### src/rtl/snake_step_sequencer_if.sv
`default_nettype none
// ============================================================================
// Module   : snake_step_sequencer_if
// Brief    : Step-request / status / map-write bundle for the snake step
//            sequencer. The slave modport is the sequencer; the master
//            modport is the upstream tick/direction side plus the map owner.
// Revision : 1.0 - initial release
// ============================================================================
interface snake_step_sequencer_if #(
   parameter int LEN_W = 7
);
   logic             tick;
   logic [1:0]       dir;
   logic [2:0]       item_x;
   logic [2:0]       item_y;
   logic [2:0]       head_x;
   logic [2:0]       head_y;
   logic [LEN_W-1:0] length;
   logic             busy;
   logic             done;
   logic             ate;
   logic             game_over;
   logic             overrun;
   logic             map_we;
   logic             map_wd;
   logic [2:0]       map_wx;
   logic [2:0]       map_wy;

   modport slave (
      input  tick, dir, item_x, item_y,
      output head_x, head_y, length, busy, done, ate, game_over, overrun,
             map_we, map_wd, map_wx, map_wy
   );

   modport master (
      output tick, dir, item_x, item_y,
      input  head_x, head_y, length, busy, done, ate, game_over, overrun,
             map_we, map_wd, map_wx, map_wy
   );
endinterface
`default_nettype wire

### src/rtl/snake_step_sequencer.sv
`default_nettype none
// ============================================================================
// Module   : snake_step_sequencer
// Brief    : Executes one snake move per tick: walks the body memory for
//            self-collision, shifts the segments, then issues a tail clear
//            and a head set to the 8x8 display map.
// Revision : 1.0 - initial release
// ============================================================================
module snake_step_sequencer #(
   parameter int MAX_LEN = 64,
   parameter int LEN_W   = 7
) (
   input  wire logic              SYS_CLK,
   input  wire logic              RST,
   snake_step_sequencer_if.slave  sq_io
);
   localparam int IDX_W = $clog2(MAX_LEN);

   localparam logic [2:0] S_IDLE  = 3'd0;
   localparam logic [2:0] S_CHECK = 3'd1;
   localparam logic [2:0] S_SHIFT = 3'd2;
   localparam logic [2:0] S_CLR   = 3'd3;
   localparam logic [2:0] S_SET   = 3'd4;
   localparam logic [2:0] S_OVER  = 3'd5;

   localparam logic [LEN_W-1:0] C_MAX_LEN = LEN_W'(MAX_LEN);
   localparam logic [LEN_W-1:0] C_ONE     = LEN_W'(1);

   logic [2:0]       state_q, state_d;
   logic [LEN_W-1:0] idx_q, idx_d;
   logic [2:0]       mem_x_q [MAX_LEN];
   logic [2:0]       mem_y_q [MAX_LEN];
   logic [LEN_W-1:0] len_q;
   logic [2:0]       hx_q, hy_q;
   logic [2:0]       nx_q, ny_q;
   logic [2:0]       tx_q, ty_q;
   logic             grow_q, eat_q;
   logic             done_q, ate_q, over_q, ovr_q;

   logic [2:0]       w_nx, w_ny;
   logic             w_eat, w_grow;
   logic [IDX_W-1:0] w_idx, w_idx_m1;
   logic             w_match, w_last, w_hit;

   // Candidate head from the committed head and the live direction input
   always_comb begin
      w_nx = hx_q;
      w_ny = hy_q;
      case (sq_io.dir)
         2'b00:   w_ny = hy_q + 3'd1;
         2'b01:   w_ny = hy_q - 3'd1;
         2'b10:   w_nx = hx_q - 3'd1;
         default: w_nx = hx_q + 3'd1;
      endcase
      w_eat  = (w_nx == sq_io.item_x) && (w_ny == sq_io.item_y);
      w_grow = w_eat && (len_q < C_MAX_LEN);
   end

   // Body-walk compare: the tail only counts as an obstacle when it stays put
   always_comb begin
      w_idx    = idx_q[IDX_W-1:0];
      w_idx_m1 = w_idx - IDX_W'(1);
      w_match  = (mem_x_q[w_idx] == nx_q) && (mem_y_q[w_idx] == ny_q);
      w_last   = (idx_q == (len_q - C_ONE));
      w_hit    = w_match && (!w_last || grow_q);
   end

   // State and walk-index registers
   always_ff @(posedge SYS_CLK or posedge RST) begin
      if (RST) begin
         state_q <= S_IDLE;
         idx_q   <= '0;
      end else begin
         state_q <= state_d;
         idx_q   <= idx_d;
      end
   end

   // Next-state and walk-index sequencing
   always_comb begin
      state_d = state_q;
      idx_d   = idx_q;
      case (state_q)
         S_IDLE: begin
            if (sq_io.tick) begin
               state_d = S_CHECK;
               idx_d   = '0;
            end
         end
         S_CHECK: begin
            if (w_hit) begin
               state_d = S_OVER;
            end else if (w_last) begin
               state_d = S_SHIFT;
               idx_d   = grow_q ? len_q : (len_q - C_ONE);
            end else begin
               idx_d = idx_q + C_ONE;
            end
         end
         S_SHIFT: begin
            if (idx_q == '0) begin
               state_d = S_CLR;
            end else begin
               idx_d = idx_q - C_ONE;
               if (idx_q == C_ONE) state_d = S_CLR;
            end
         end
         S_CLR:   state_d = S_SET;
         S_SET:   state_d = S_IDLE;
         S_OVER:  state_d = S_OVER;
         default: state_d = S_IDLE;
      endcase
   end

   // Map write port and busy decoded straight from the current state
   always_comb begin
      sq_io.busy   = (state_q != S_IDLE) && (state_q != S_OVER);
      sq_io.map_we = 1'b0;
      sq_io.map_wd = 1'b0;
      sq_io.map_wx = 3'd0;
      sq_io.map_wy = 3'd0;
      if (state_q == S_CLR && !grow_q) begin
         sq_io.map_we = 1'b1;
         sq_io.map_wx = tx_q;
         sq_io.map_wy = ty_q;
      end else if (state_q == S_SET) begin
         sq_io.map_we = 1'b1;
         sq_io.map_wd = 1'b1;
         sq_io.map_wx = nx_q;
         sq_io.map_wy = ny_q;
      end
   end

   // Body memory, step context, commit registers and status pulses
   always_ff @(posedge SYS_CLK or posedge RST) begin
      if (RST) begin
         for (int i = 0; i < MAX_LEN; i++) begin
            mem_x_q[i] <= 3'd0;
            mem_y_q[i] <= 3'd0;
         end
         mem_x_q[0] <= 3'd2; mem_y_q[0] <= 3'd2;
         mem_x_q[1] <= 3'd2; mem_y_q[1] <= 3'd1;
         mem_x_q[2] <= 3'd2; mem_y_q[2] <= 3'd0;
         len_q   <= LEN_W'(3);
         hx_q    <= 3'd2;
         hy_q    <= 3'd2;
         nx_q    <= 3'd0;
         ny_q    <= 3'd0;
         tx_q    <= 3'd0;
         ty_q    <= 3'd0;
         grow_q  <= 1'b0;
         eat_q   <= 1'b0;
         done_q  <= 1'b0;
         ate_q   <= 1'b0;
         over_q  <= 1'b0;
         ovr_q   <= 1'b0;
      end else begin
         done_q <= ((state_q == S_CHECK) && w_hit) || (state_q == S_SET);
         ate_q  <= (state_q == S_SET) && eat_q;
         ovr_q  <= sq_io.tick && (state_q != S_IDLE);
         case (state_q)
            S_IDLE: begin
               if (sq_io.tick) begin
                  nx_q   <= w_nx;
                  ny_q   <= w_ny;
                  eat_q  <= w_eat;
                  grow_q <= w_grow;
               end
            end
            S_CHECK: begin
               if (w_last) begin
                  tx_q <= mem_x_q[w_idx];
                  ty_q <= mem_y_q[w_idx];
               end
               if (w_hit) over_q <= 1'b1;
            end
            S_SHIFT: begin
               if (idx_q != '0) begin
                  mem_x_q[w_idx] <= mem_x_q[w_idx_m1];
                  mem_y_q[w_idx] <= mem_y_q[w_idx_m1];
               end
            end
            S_CLR: begin
               mem_x_q[0] <= nx_q;
               mem_y_q[0] <= ny_q;
            end
            S_SET: begin
               hx_q <= nx_q;
               hy_q <= ny_q;
               if (grow_q) len_q <= len_q + C_ONE;
            end
            default: ;
         endcase
      end
   end

   assign sq_io.head_x    = hx_q;
   assign sq_io.head_y    = hy_q;
   assign sq_io.length    = len_q;
   assign sq_io.done      = done_q;
   assign sq_io.ate       = ate_q;
   assign sq_io.game_over = over_q;
   assign sq_io.overrun   = ovr_q;

endmodule
`default_nettype wire

### src/flat_wrapper.sv
// flat-port wrapper written by rule: the top's interface ports become plain ports
module snake_step_sequencer_flat 
#(
   parameter int MAX_LEN = 64,
   parameter int LEN_W   = 7
)
  (SYS_CLK, RST, sq_io_tick, sq_io_dir, sq_io_item_x, sq_io_item_y, sq_io_head_x, sq_io_head_y, sq_io_length, sq_io_busy, sq_io_done, sq_io_ate, sq_io_game_over, sq_io_overrun, sq_io_map_we, sq_io_map_wd, sq_io_map_wx, sq_io_map_wy);
  snake_step_sequencer_if #(.LEN_W(LEN_W)) sq_io_i ();
  input  wire logic SYS_CLK;
  input  wire logic RST;
  input wire logic [$bits(sq_io_i.tick)-1:0] sq_io_tick;
  input wire logic [$bits(sq_io_i.dir)-1:0] sq_io_dir;
  input wire logic [$bits(sq_io_i.item_x)-1:0] sq_io_item_x;
  input wire logic [$bits(sq_io_i.item_y)-1:0] sq_io_item_y;
  output wire logic [$bits(sq_io_i.head_x)-1:0] sq_io_head_x;
  output wire logic [$bits(sq_io_i.head_y)-1:0] sq_io_head_y;
  output wire logic [$bits(sq_io_i.length)-1:0] sq_io_length;
  output wire logic [$bits(sq_io_i.busy)-1:0] sq_io_busy;
  output wire logic [$bits(sq_io_i.done)-1:0] sq_io_done;
  output wire logic [$bits(sq_io_i.ate)-1:0] sq_io_ate;
  output wire logic [$bits(sq_io_i.game_over)-1:0] sq_io_game_over;
  output wire logic [$bits(sq_io_i.overrun)-1:0] sq_io_overrun;
  output wire logic [$bits(sq_io_i.map_we)-1:0] sq_io_map_we;
  output wire logic [$bits(sq_io_i.map_wd)-1:0] sq_io_map_wd;
  output wire logic [$bits(sq_io_i.map_wx)-1:0] sq_io_map_wx;
  output wire logic [$bits(sq_io_i.map_wy)-1:0] sq_io_map_wy;
  assign sq_io_i.tick = sq_io_tick;
  assign sq_io_i.dir = sq_io_dir;
  assign sq_io_i.item_x = sq_io_item_x;
  assign sq_io_i.item_y = sq_io_item_y;
  assign sq_io_head_x = sq_io_i.head_x;
  assign sq_io_head_y = sq_io_i.head_y;
  assign sq_io_length = sq_io_i.length;
  assign sq_io_busy = sq_io_i.busy;
  assign sq_io_done = sq_io_i.done;
  assign sq_io_ate = sq_io_i.ate;
  assign sq_io_game_over = sq_io_i.game_over;
  assign sq_io_overrun = sq_io_i.overrun;
  assign sq_io_map_we = sq_io_i.map_we;
  assign sq_io_map_wd = sq_io_i.map_wd;
  assign sq_io_map_wx = sq_io_i.map_wx;
  assign sq_io_map_wy = sq_io_i.map_wy;
  snake_step_sequencer #(.MAX_LEN(MAX_LEN), .LEN_W(LEN_W)) u_core (.SYS_CLK(SYS_CLK), .RST(RST), .sq_io(sq_io_i));
endmodule
### config.mk
export PLATFORM = sky130hd
export DESIGN_NAME = snake_step_sequencer_flat
export DESIGN_NICKNAME = d
export VERILOG_FILES = /design/src/rtl/snake_step_sequencer_if.sv /design/src/rtl/snake_step_sequencer.sv /design/src/flat_wrapper.sv
export SDC_FILE = /design/constraint.sdc
export NUM_CORES = 1
export LEC_CHECK = 0
export CAP_MARGIN = 20
export CORE_MARGIN = 5
export CORE_UTILIZATION = 45
export CTS_CLUSTER_DIAMETER = 50
export DETAILED_ROUTE_END_ITERATION = 10
export SYNTH_ARGS = -nofsm -noshare
export SYNTH_HDL_FRONTEND = slang
export SYNTH_SLANG_ARGS = --single-unit
### constraint.sdc
create_clock -name SYS_CLK -period 15.4 [get_ports SYS_CLK]
set_input_delay 3.08 -clock SYS_CLK [delete_from_list [all_inputs] [get_ports SYS_CLK]]
set_output_delay 3.08 -clock SYS_CLK [all_outputs]
set_load 0.005 [all_outputs]
==> results.txt <==
Sw Share: 21.7%
CP startpoint kind: register
Top-count cell post-synth: dfrtp_1
R2R Setup Slk: 9.42 ns
Number of synthesized register bits: 425
Initial antenna violation count: 2
Share of Yosys cell area claimed by the top area cell type: 44.2%
Drt initial violations: 1,929
Non-filler cells, final: 2,629
Std cell rows: 83
Synth cell types: 75
Synth top area cells: dfrtp_1 44%, mux4_2 15%, mux2_2 13%, o21ai_0 3.5%, mux2i_1 3.2%
Psw: 0.000516 W
DRC viols: 0
CTS tree: done
DP Area: 24,400 µm²
Final HPWL DP: 49,700 µm
Nets@finish: 1,924
Final Max Tran Viols: 0
Post-synth EDFFs: 0
Mapped cell area: 23,600 µm²
Detail Route Antenna Nets: 0
Post-Place Cells: 2,530
Die extent in x: 239 µm
Worst Path Max Fanout: 61
Leading area contributor after synthesis: dfrtp_1
Syn_nets: 1,952
Arrival @ worst endpoint: 6.36 ns
Avg Inst Size Synth: 12.2 µm²
IO Port Bufs: 36
GRT Overall Usage: 26.4%
Hold EP: u_core.eat_q
Routability congestion estimate: 0.929
# setup viols final: 0
Area Growth Syn to Fin: 10.9%
Final hold vios: 0
Worst EP required: 15.78 ns
CTS max path bufs: 3
Die Y: 239 µm
Top_reg_cell synth: dfrtp_1
GRT Residual Overflow: 0
CTS resizes: 0
Pint: 0.00186 W
Via count: 17,260
Least-Margin Pin Slew: 1.09 ns
Peak supply drop: 0.0786 mV
Post-route clock period utilization: 38.9%
CP Capture Type: register
Hold Path Class: register to register
Hold buffer count at CTS: 0
H-Tree Depth: 2
DIE AREA: 57,000 µm²
Max-cap viol count: 0
DP Worst Slack: 9.61 ns
Pwr dens: 91.0 nW/µm²
Outcome: finished, final reports clean
Logic pwr share: 1.3%
Sequential fraction of the synthesis area: 45.2%
Reg2reg path depth: 10
Vias in the first global route: 17,013
Core area: 51,600 µm²
Worst Hold Path Cells: 2
TNS Setup: 0 ns
R2R Path End: u_core.idx_q[0]
Vias/cell: 6.57
Num CTS Buffers: 52
Latest clock arrival within the worst-skew pair: 0.60 ns
CTS root buffer: clkbuf_16
Post-CTS setup buffer count: 0
Final WL: 75,300 µm
TritonRoute pass-1 iters: 6
Clk slew on worst S/H paths: 0.06 ns
Top Ports: 37
Hold_sp: u_core.eat_q
Clock skew: 0.0180 ns
First-pass GRT wire length: 114,000 µm
Pin count of the biggest net entering global routing: 144
Cell count after synthesis: 1,934
Wirelength per Cell: 28.7 µm
Reg-to-Reg Start: u_core.idx_q[2]
RSZ-0062 raised after global routing: no
Clk network pwr share: 51.7%
Worst setup path category: register to register
Most frequent cells after synthesis: 416 x dfrtp_1, 275 x mux2_2, 194 x nand2_1, 163 x o21ai_0, 153 x mux4_2
Clk sinks: 425
F_max: 167 MHz
Max-slew headroom: 26.6%
Yosys warnings: 0
Tmin final: 5.98 ns
Sequential Power Share: 47.0%
Ratio of cells with drive above 1 in the final layout: 31.0%
Post-route design area: 26,100 µm²
Async set-or-reset flop fraction in the synthesized netlist: 100%
Final worst slack: 9.42 ns
Initial Util: 45.6%
Leakage power total: 10.7 nW
-- worst max-delay path by stage --
stage / from / end
after detailed placement: RST / u_core.mem_x_q[18]
after global placement: u_core.idx_q[1] / u_core.idx_q[0]
final: u_core.idx_q[2] / u_core.idx_q[0]
after global routing: u_core.idx_q[2] / u_core.idx_q[0]
after CTS: u_core.state_q[0] / sq_io_map_wx[1]
after floorplan: RST / u_core.eat_q
-- logic make-up after synthesis --
family	after synthesis	share of synthesized area [%]
adders and majority gates	7	0.436
xor gates and xnor gates	41	1.52
AOI/OAI and AO/OA	349	9.53
muxes	509	31.3
and+or+nand+nor	427	8.58
buffers and inverters	176	3.42
DFF	425	45.2
-- sequential cells by signal, indices dropped and copies added (netlist names), 3 cells and up --
name,count
u_core.mem_x_q,192
u_core.mem_y_q,192
u_core.idx_q,7
u_core.sq_io.length,7
u_core.nx_q,3
u_core.ny_q,3
u_core.sq_io.head_x,3
u_core.sq_io.head_y,3
u_core.state_q,3
u_core.tx_q,3
u_core.ty_q,3
-- metrics by stage --
step	hold slack (ns)	power (W)	util, %
after floorplan	0.439	0.00116	-
after global placement	0.451	0.00117	47.2
after detailed placement	0.458	0.00117	47.2
after CTS	0.472	0.00240	50.6
after global routing	0.492	0.00245	50.6
final	0.467	0.00238	50.6
-- power groups by stage --
stage	sequential, W	combinational, W	clock, W
global route	0.00112	0.0000359	0.00130
floorplan	0.00114	0.0000194	0
finish	0.00112	0.0000299	0.00123
detailed placement	0.00114	0.0000316	0
CTS	0.00112	0.0000318	0.00125
global placement	0.00114	0.0000312	0
-- routing by layer --
layer  share of wire [%]  global-route usage, %
met1                  42                   37.3
met2                  44                   39.0
met3                 9.4                   6.92
met4                 4.8                   10.9
met5                   0                      0
-- cell usage in the layout (no fill, tap or decap), types with 6 or more instances in the layout --
cell type,n
nor3_1,22
clkbuf_1,11
o31ai_1,8
and3_1,7
a22oi_1,34
nand3_1,33
a221oi_1,26
mux4_2,153
dfrtp_1,413
a211oi_1,7
a21oi_1,30
clkdlybuf4s50_1,36
xnor2_1,28
or3b_2,14
xor2_1,11
nand2_1,194
dfstp_2,9
buf_4,36
mux2i_1,76
nor2b_1,11
clkbuf_8,8
nor3b_1,7
clkinvlp_4,6
nand4_1,7
o22ai_1,14
o22a_1,6
inv_1,12
and3b_1,7
a22o_1,11
clkinv_2,9
a31oi_1,8
mux2_2,275
nor2_1,75
clkbuf_16,53
nand3b_1,13
o21ai_0,163
nand2b_1,8
-- critical path: stages, from the launching register on --
cell and delay, ns:
dfrtp_4 0.86, buf_4 0.79, inv_2 0.59, a221oi_1 0.36, o21ai_0 0.30, a221oi_1 0.91
a31oi_1 0.20, a211oi_2 0.38, a41oi_4 0.24, mux2i_1 0.17, nor3_1 0.89
-- cell type report --
class	count	area (µm²)
clock inverter	23	245
timing repair buffer	77	671
clock buffer	72	1480
fill	4415	25500
multi-input combinational	1333	12100
inverter	17	71.3
tap	680	851
antenna	2	5.00
sequential	425	10700
(Power assumes the default switching activity.)
